--- src/rtl/core_ctrl_pkg.sv ---
// Shared types and constants for the core run controller and its loader helper.
package core_ctrl_pkg;

    // Controller life-cycle states
    typedef enum logic [2:0] {
        IDLE,
        LOAD,
        HOLD,
        RUN,
        DONE,
        FAULT
    } run_state_t;

    // Exit code reported when the watchdog ends a run
    localparam logic [31:0] WDOG_FAULT_CODE = 32'hDEAD_0001;

    // Clamp a requested word count to the instruction memory depth
    function automatic logic [15:0] clamp_len(input logic [15:0] len,
                                              input int unsigned max_words);
        logic [31:0] max_w;
        max_w = 32'(max_words);
        if (32'(len) > max_w) begin
            return max_w[15:0];
        end
        return len;
    endfunction

    // States in which a new load or run may be requested
    function automatic logic is_parked(input run_state_t s);
        return (s == IDLE) || (s == DONE) || (s == FAULT);
    endfunction

endpackage

--- src/rtl/loader_word_packer.sv ---
// Assembles little-endian 32-bit words from the loader byte stream and
// produces a one-cycle word-valid pulse, dropping ld_ready during that pulse.
import core_ctrl_pkg::*;

module loader_word_packer (
    input  logic        clk,
    input  logic        reset,
    input  logic        arm,
    input  logic        more,
    input  logic        ld_valid,
    input  logic [7:0]  ld_byte,
    output logic        ld_ready,
    output logic        word_valid,
    output logic [31:0] word
);

    logic [1:0]  byte_cnt;
    logic [23:0] partial;

    // Byte intake, shift assembly and strobe-cycle ready gating
    always_ff @(posedge clk or posedge reset) begin
        if (reset) begin
            byte_cnt   <= 2'd0;
            partial    <= 24'd0;
            word       <= 32'd0;
            word_valid <= 1'b0;
            ld_ready   <= 1'b0;
        end else begin
            word_valid <= 1'b0;
            if (arm) begin
                ld_ready <= 1'b1;
                byte_cnt <= 2'd0;
                partial  <= 24'd0;
            end else if (word_valid) begin
                ld_ready <= more;
            end else if (ld_ready && ld_valid) begin
                if (byte_cnt == 2'd3) begin
                    word       <= {ld_byte, partial};
                    word_valid <= 1'b1;
                    ld_ready   <= 1'b0;
                    byte_cnt   <= 2'd0;
                end else begin
                    partial  <= {ld_byte, partial[23:8]};
                    byte_cnt <= byte_cnt + 2'd1;
                end
            end
        end
    end

endmodule

--- src/rtl/core_run_controller.sv ---
// Run controller for the pipelined core: loads instruction memory from the
// byte loader, holds and releases core reset, and ends a run on a halt store.
// Optional watchdog enabled by defining CORE_RUN_WATCHDOG_EN.
import core_ctrl_pkg::*;

module core_run_controller #(
    parameter int          IMEM_WORDS  = 1024,
    parameter logic [31:0] HALT_ADDR   = 32'h0000_FFFC,
    parameter int          RESET_HOLD  = 4,
    parameter logic [31:0] WDOG_CYCLES = 32'd1_000_000,
    localparam int         AW          = $clog2(IMEM_WORDS)
) (
    input  logic          clk,
    input  logic          reset,
    input  logic          load_req,
    input  logic [15:0]   load_len,
    input  logic          ld_valid,
    input  logic [7:0]    ld_byte,
    output logic          ld_ready,
    output logic          imem_we,
    output logic [AW-1:0] imem_waddr,
    output logic [31:0]   imem_wdata,
    input  logic          start,
    output logic          core_reset,
    input  logic [31:0]   data_memory_addr,
    input  logic [31:0]   data_memory_wd,
    input  logic          data_memory_we,
    output logic          busy,
    output logic          done,
    output logic          fault,
    output logic [31:0]   exit_code,
    output logic [31:0]   cycle_count
);

`ifdef CORE_RUN_WATCHDOG_EN
    localparam bit WDOG_EN = 1'b1;
`else
    localparam bit WDOG_EN = 1'b0;
`endif

    localparam logic [15:0] HOLD_LAST = 16'(RESET_HOLD - 1);

    run_state_t    state;
    logic [AW-1:0] word_idx;
    logic [15:0]   words_left;
    logic [15:0]   hold_cnt;
    logic          fault_q;

    logic [15:0]   eff_len;
    logic          arm;
    logic          word_valid;
    logic [31:0]   word;
    logic          more;
    logic          halt_hit;
    logic [31:0]   cnt_next;
    logic          wdog_hit;

    assign eff_len  = clamp_len(load_len, IMEM_WORDS);
    // A zero-length load never opens the byte port.
    assign arm      = is_parked(state) && load_req && (eff_len != 16'd0);
    assign more     = (words_left != 16'd1);
    assign halt_hit = data_memory_we && (data_memory_addr == HALT_ADDR);
    assign cnt_next = (cycle_count == 32'hFFFF_FFFF) ? cycle_count : cycle_count + 32'd1;
    assign wdog_hit = WDOG_EN && (cnt_next >= WDOG_CYCLES);

    assign imem_we    = word_valid;
    assign imem_wdata = word;
    assign imem_waddr = word_idx;
    assign fault      = fault_q;

    loader_word_packer u_packer (
        .clk        (clk),
        .reset      (reset),
        .arm        (arm),
        .more       (more),
        .ld_valid   (ld_valid),
        .ld_byte    (ld_byte),
        .ld_ready   (ld_ready),
        .word_valid (word_valid),
        .word       (word)
    );

    // Life-cycle FSM with its counters, halt snoop and registered status outputs
    always_ff @(posedge clk or posedge reset) begin
        if (reset) begin
            state       <= IDLE;
            core_reset  <= 1'b1;
            busy        <= 1'b0;
            done        <= 1'b0;
            fault_q     <= 1'b0;
            exit_code   <= 32'd0;
            cycle_count <= 32'd0;
            word_idx    <= '0;
            words_left  <= 16'd0;
            hold_cnt    <= 16'd0;
        end else begin
            case (state)
                IDLE, DONE, FAULT: begin
                    if (load_req) begin
                        state      <= LOAD;
                        busy       <= 1'b1;
                        done       <= 1'b0;
                        fault_q    <= 1'b0;
                        exit_code  <= 32'd0;
                        word_idx   <= '0;
                        words_left <= eff_len;
                    end else if (start) begin
                        state       <= HOLD;
                        busy        <= 1'b1;
                        done        <= 1'b0;
                        fault_q     <= 1'b0;
                        exit_code   <= 32'd0;
                        cycle_count <= 32'd0;
                        hold_cnt    <= 16'd0;
                    end
                end
                LOAD: begin
                    if (words_left == 16'd0) begin
                        state <= IDLE;
                        busy  <= 1'b0;
                    end else if (word_valid) begin
                        word_idx   <= word_idx + AW'(1);
                        words_left <= words_left - 16'd1;
                        if (words_left == 16'd1) begin
                            state <= IDLE;
                            busy  <= 1'b0;
                        end
                    end
                end
                HOLD: begin
                    if (hold_cnt == HOLD_LAST) begin
                        state      <= RUN;
                        core_reset <= 1'b0;
                    end else begin
                        hold_cnt <= hold_cnt + 16'd1;
                    end
                end
                RUN: begin
                    cycle_count <= cnt_next;
                    if (halt_hit) begin
                        state      <= DONE;
                        done       <= 1'b1;
                        busy       <= 1'b0;
                        core_reset <= 1'b1;
                        exit_code  <= data_memory_wd;
                    end else if (wdog_hit) begin
                        state      <= FAULT;
                        fault_q    <= 1'b1;
                        busy       <= 1'b0;
                        core_reset <= 1'b1;
                        exit_code  <= WDOG_FAULT_CODE;
                    end
                end
                default: begin
                    state      <= IDLE;
                    busy       <= 1'b0;
                    core_reset <= 1'b1;
                end
            endcase
        end
    end

endmodule
--- config.mk ---
export PLATFORM = sky130hd
export DESIGN_NAME = core_run_controller
export DESIGN_NICKNAME = d
export VERILOG_FILES = /design/src/rtl/core_ctrl_pkg.sv /design/src/rtl/loader_word_packer.sv /design/src/rtl/core_run_controller.sv
export SDC_FILE = /design/constraint.sdc
export NUM_CORES = 1
export LEC_CHECK = 0
export ABC_AREA = 0
export CORE_ASPECT_RATIO = 1.2
export CORE_MARGIN = 10
export CORE_UTILIZATION = 40
export DETAILED_ROUTE_END_ITERATION = 6
export MAX_ROUTING_LAYER = met4
export PLACE_DENSITY = 0.7
export SLEW_MARGIN = 10
export SYNTH_ARGS = -nofsm -noshare
export SYNTH_HDL_FRONTEND = slang
export SYNTH_HIERARCHICAL = 1
export SYNTH_SLANG_ARGS = --single-unit
--- constraint.sdc ---
create_clock -name clk -period 3.5 [get_ports clk]
set_clock_uncertainty 0.15 [all_clocks]
set_input_delay 0.525 -clock clk [delete_from_list [all_inputs] [get_ports clk]]
set_output_delay 0.525 -clock clk [all_outputs]
set_load 0.1 [all_outputs]
Word level (Yosys, flattened, before mapping)
Cells that the tools add are included. W data, S select, Z words.

Bits in registers: 173. Output and inout port bits: 112. Logic and storage cells: 139. Input port bits: 94.

Reduce and logical (&&, ||, !) cells: 30. Equality and inequality tests: 25. Add/sub/neg operators: 5. Muxes and demuxes: 59. Bitwise gates (word level): 4. $lt $le $gt $ge: 1.

Operators by type and width (number): $mux W32 (5); $mux W16 (8); $pmux W32 S2 (2); $mux W24 (4); $pmux W16 S2 (2); $add A32 B1 Y32 const B (1); $eq A32 B16 Y1 const B (1); $eq A32 B32 Y1 const B (1); $mux W10 (3); $mux W3 (7); $ne A2 B2 Y1 const B (10); $pmux W10 S2 (1); $mux W1 (19); $add A16 B1 Y16 const B (1); $eq A16 B1 Y1 const B (1); $eq A16 B2 Y1 const B (1); $gt A16 B11 Y1 const B (1); $logic_not A16 Y1 (1); $ne A16 B1 Y1 const B (1); $reduce_and A4 Y1 (4); $reduce_bool A16 Y1 (1); $sub A16 B1 Y16 const B (1); $pmux W3 S4 (1); $add A10 B1 Y10 const B (1); 23 further kinds (46).

Logic depth before layout (Yosys ltp)
Depth in word-level cells: 7. Mapped depth: 10. Depth with buffers taken out: 7.

Hierarchy
The synthesis kept the hierarchy.

By module, submodules not included: core_run_controller (area an instance 5556.6 um2, cells each 566, times used 1, sequential area each 2803.9 um2); loader_word_packer (area an instance 2356.0 um2, cells each 190, times used 1, sequential area each 1501.4 um2).

Least setup slack after synthesis
Ideal clock, no wire load.

Path kind: register -> register. Start: register cycle_count[2]. End: register cycle_count[27]. Setup time: 78 ps. Clock period less this slack: 2985 ps. Arrival: 2757 ps. Buffers on the path: 1. Data required time: 3272 ps. Stages on the path, launching flop included: 8. Slack: 515 ps. Path through: dfrtp_1 and4_1 or3b_2 clkbuf_1 nor3_1 o211ai_1 or3_1 a21oi_1.

Cells in the longest elaborated chain, start to end: 3. Elaborated cells between the ends (all ways): 6. Those cells by class: add/sub (1); eq/ne (2); mux (2); reduce/logical (1).

RTL lines: start: declaration (line core_run_controller.sv:32) `output logic [31:0] cycle_count`; start signal: assignment (line core_run_controller.sv:139) `cycle_count <= cnt_next;`; $add A32 B1 Y32 or $eq A32 B32 Y1 (tied branches) (line core_run_controller.sv:63) `assign cnt_next = (cycle_count == 32'hFFFF_FFFF) ? cycle_count : cycle_count + 32'd1;`; $mux W32 or $ne A2 B2 Y1 (tied branches); $pmux W32 S2 or $reduce_and A4 Y1 (tied branches).

Parallel ways exist; a longest one is shown, timed or not. The select of a mux whose other input is x is not followed. A chain may end at the register's enable or synchronous reset.

Final worst setup path
Start: input port data_memory_addr[29]. End: register exit_code[20].

Cells in the longest elaborated chain, start to end: 4.

RTL lines: start: declaration (line core_run_controller.sv:25) `input logic [31:0] data_memory_addr,`; $eq A32 B16 Y1 (line core_run_controller.sv:62) `assign halt_hit = data_memory_we && (data_memory_addr == HALT_ADDR);`; $logic_and A1 B1 Y1 (line core_run_controller.sv:62); $ne A2 B2 Y1 (no source line); $reduce_and A3 Y1 (no source line); end signal: assignment (line core_run_controller.sv:145) `exit_code <= data_memory_wd;`; end: declaration (line core_run_controller.sv:31) `output logic [31:0] exit_code,`.

No other way between the ends.

==> run_results.csv <==
group,metric,value,unit
outcome,status,"completed",
sta,hold_viol,0,
critical_path,cp_cell_sequence,"clkdlybuf4s50_1 > or4_1 > or4_1 > or4_4 > nor2_8 > buf_4 > a22o_1",
logic_synthesis,ys_ff_latch,172,
critical_path,arrival,3170,ps
worst_hold_path,min_path_type,"in -> async",
critical_path,critPathSlowestCell,"or4_4",
sta,fin_crit,2950,ps
global_routing,overflow,0,
global_routing,first_global_vias,6551,
job,drv_cap,0,
detailed_routing,dr.pass1.iters,5,
logic_synthesis,yosysWarnings,6,
logic_synthesis,ys_seq_area_share,54.4,%
pwr,comb_power_share,46.8,%
critical_path,cp.buffers_inverters,2,
logic_synthesis,avgSynthCellArea,10.5,um^2
detailed_routing,top_layer,"met4",
logic_synthesis,syn_nets,857,
global_routing,grt_usage,17.2,%
sta,finalMaxSlewViolations,0,
pwr,internal_power,0.00460,W
clock_network,numCtsBuffers,17,
clock_network,cts_sinks,172,
pwr,pwr-share-clk,20.3,%
clock_network,hold_buffers,0,
critical_path,required,3710,ps
die,start_util,40.6,%
pwr,power.total,0.00920,W
sta,finalSetupViolations,0,
layout,area_growth,35.8,%
clock_network,clkLatencyLatePin,430,ps
layout,final_cell_mix,"171 x dfrtp_1, 159 x clkdlybuf4s50_1, 90 x nand2_1",
detailed_routing,routed_wl,21.4,mm
placed_design,dp.cells,1201,
sta,max_slew_margin,32.4,%
critical_path,crit_type,"in -> reg",
die,die-area,25800,um^2
sta,setup_tns,0,ps
global_routing,grt_pass1_wl,35.2,mm
critical_path,start_kind,"input port",
placed_design,portBuffers,204,
pwr,pwr-share-seq,32.9,%
pwr,power.switching,0.00460,W
logic_synthesis,ys_dominant_reg_cell,"dfrtp_1",
sta,timing.final.crit_share,84.3,%
layout,fin_nets,1060,
pwr,power_per_cell_area,857,nW/um^2
clock_network,ctsResizeCount,0,
pwr,switching_share,50.0,%
detailed_routing,wl_met1,9.23,mm
detailed_routing,wl_per_cell,17.4,um
placed_design,placed_area,10100,um^2
logic_synthesis,syn_area,7910,um^2
logic_synthesis,yosysUniqueCellTypes,62,
global_routing,antenna_found_initial,0,
sta,tightest_slew,1010,ps
sta,max_freq,0.339,GHz
sta,rsz0062_at_grt,"false",
detailed_routing,ant_nets,0,
clock_network,cts-root-buf,"clkbuf_16",
critical_path,crit_fanout,22,
detailed_routing,via_count,6530,
clock_network,htreeDepth,4,
die,io_pins,206,
layout,final_cell_count_no_fill,1233,
detailed_routing,route.detailed.drc,0,
clock_network,post_cts_buffers,0,
critical_path,cpMostUsedCell,"or4_1",
global_routing,grt_max_degree,99,
clock_network,cts_tree,"built",
critical_path,cp_top_family,"simple AND/OR/NAND/NOR gates",
die,die_h,174,um
detailed_routing,viasPerCell,5.30,
critical_path,reg2reg_setup_slack,870,ps
layout,antennaDiodeCount,0,
clock_network,clockBufferDepth,2,
detailed_routing,drtIter0Drc,355,
placed_design,dp_hpwl,15.9,mm
placed_design,gp_congestion,0.815,
critical_path,cp_slowest_stage_delay,610,ps
detailed_routing,routed-wl-met3,934,um
pwr,p_leak,4.67,nW
layout,final_common_cell,"dfrtp_1",
logic_synthesis,synthCells,756,
logic_synthesis,synthArstFlopShare,100,%
pwr,ir_drop,571,uV
layout,final_area,10700,um^2
critical_path,critical_path.endpoint_type,"flop",
layout,layout-drive-gt1-share,14.3,%
layout,final.fill_count,1794,
layout,final_core_util,55.1,%
clock_network,clk_pin_slew,80,ps
die,chipWidth,148,um
die,core-area,19500,um^2
die,rows,56,
detailed_routing,dr_wl_met2,10.8,mm
logic_synthesis,synth_edf_count,0,
[per-stage QoR]
stage	hold slack, ps	worst slack (ps)
6_report	310	549
5_1_grt	333	436
4_1_cts	304	563
3_5_place_dp	335	101
3_3_place_gp	310	140
2_1_floorplan	329	515
[final cells by class]
cell class | instances | area [um^2] | share of cell area [%]
clock buffers | 17 | 425 | 3.96
clock inverters | 15 | 174 | 1.62
inverters | 10 | 41.3 | 0.384
multi-input cells | 536 | 3380 | 31.5
flip-flops and latches | 172 | 4310 | 40.1
well taps | 261 | 327 | 3.04
repair buffers | 222 | 2090 | 19.5
[path summary, 6_finish.rpt]
check                                      from         endpoint  cells after the start
setup / recovery           data_memory_addr[29]    exit_code[20]                      7
hold / removal                            reset  cycle_count[18]                      2
min in group clk                           done             done                      1
hold reg to reg                            done             done                      1
setup reg to reg                  words_left[5]   words_left[12]                      7
max in group asynchronous                 reset    exit_code[24]                      3
[synthesized netlist by cell type, drive strengths merged, types with 6 or more instances]
cell type | n | area [um^2]
a21oi | 47 | 235
a22o | 32 | 280
and3 | 8 | 50.1
buf | 14 | 109
clkbuf | 24 | 90.1
dfrtp | 171 | 4280
ha | 7 | 87.6
inv | 10 | 37.5
mux2 | 32 | 360
nand2 | 90 | 338
nand3 | 23 | 115
nand4 | 21 | 131
nor2 | 77 | 313
nor3 | 22 | 110
nor3b | 6 | 56.3
nor4 | 16 | 100
nor4b | 6 | 58.8
o21ai | 32 | 160
or3 | 7 | 43.8
or4 | 6 | 48.8
xnor2 | 28 | 245
xor2 | 19 | 166
[worst register-to-register path, cell delays in order (launching register included)]
cell,delay [ps]
dfrtp_1,450
or4_1,640
and4b_1,370
a311o_1,360
buf_4,270
nor4_1,80
xnor2_1,140
nor2_1,60
[sequential cells by signal, indices dropped and copies added, names as in the netlist]
name	count
cycle_count	32
exit_code	32
u_packer/word	32
u_packer/partial	24
hold_cnt	16
words_left	16
imem_waddr	10
state	3
u_packer/byte_cnt	2
busy	1
core_reset	1
done	1
u_packer/ld_ready	1
u_packer/word_valid	1
[kinds of logic (layout without fill, tap and decap cells)]
logic type | count (synthesis) | in the layout | share of synthesized area (%)
AOI/OAI and AO/OA | 144 | 144 | 11.9
xor gates and xnor gates | 47 | 47 | 5.20
adders and majority gates | 7 | 7 | 1.11
buffers and inverters | 48 | 264 | 2.99
DFF | 172 | 172 | 54.4
muxes | 35 | 35 | 4.93
other | 1 | 1 | 0.0474
and+or+nand+nor | 302 | 302 | 19.4
[power by group through the flow]
stage / combinational, W / sequential [W] / clock [W]
after floorplan: 0.00116 / 0.00510 / 0
after global routing: 0.00454 / 0.00311 / 0.00201
after detailed placement: 0.00433 / 0.00306 / 0
after CTS: 0.00434 / 0.00303 / 0.00192
final: 0.00430 / 0.00303 / 0.00187
after global placement: 0.00428 / 0.00304 / 0
[metal layers]
metal / global-route usage [%] / up-vias
met5: - / -
met4: 5.71 / 0
met3: 3.59 / 27
met2: 27.9 / 186
met1: 20.9 / 3190
li1: - / 3127
Note: power is estimated with default switching activity, not from simulation.
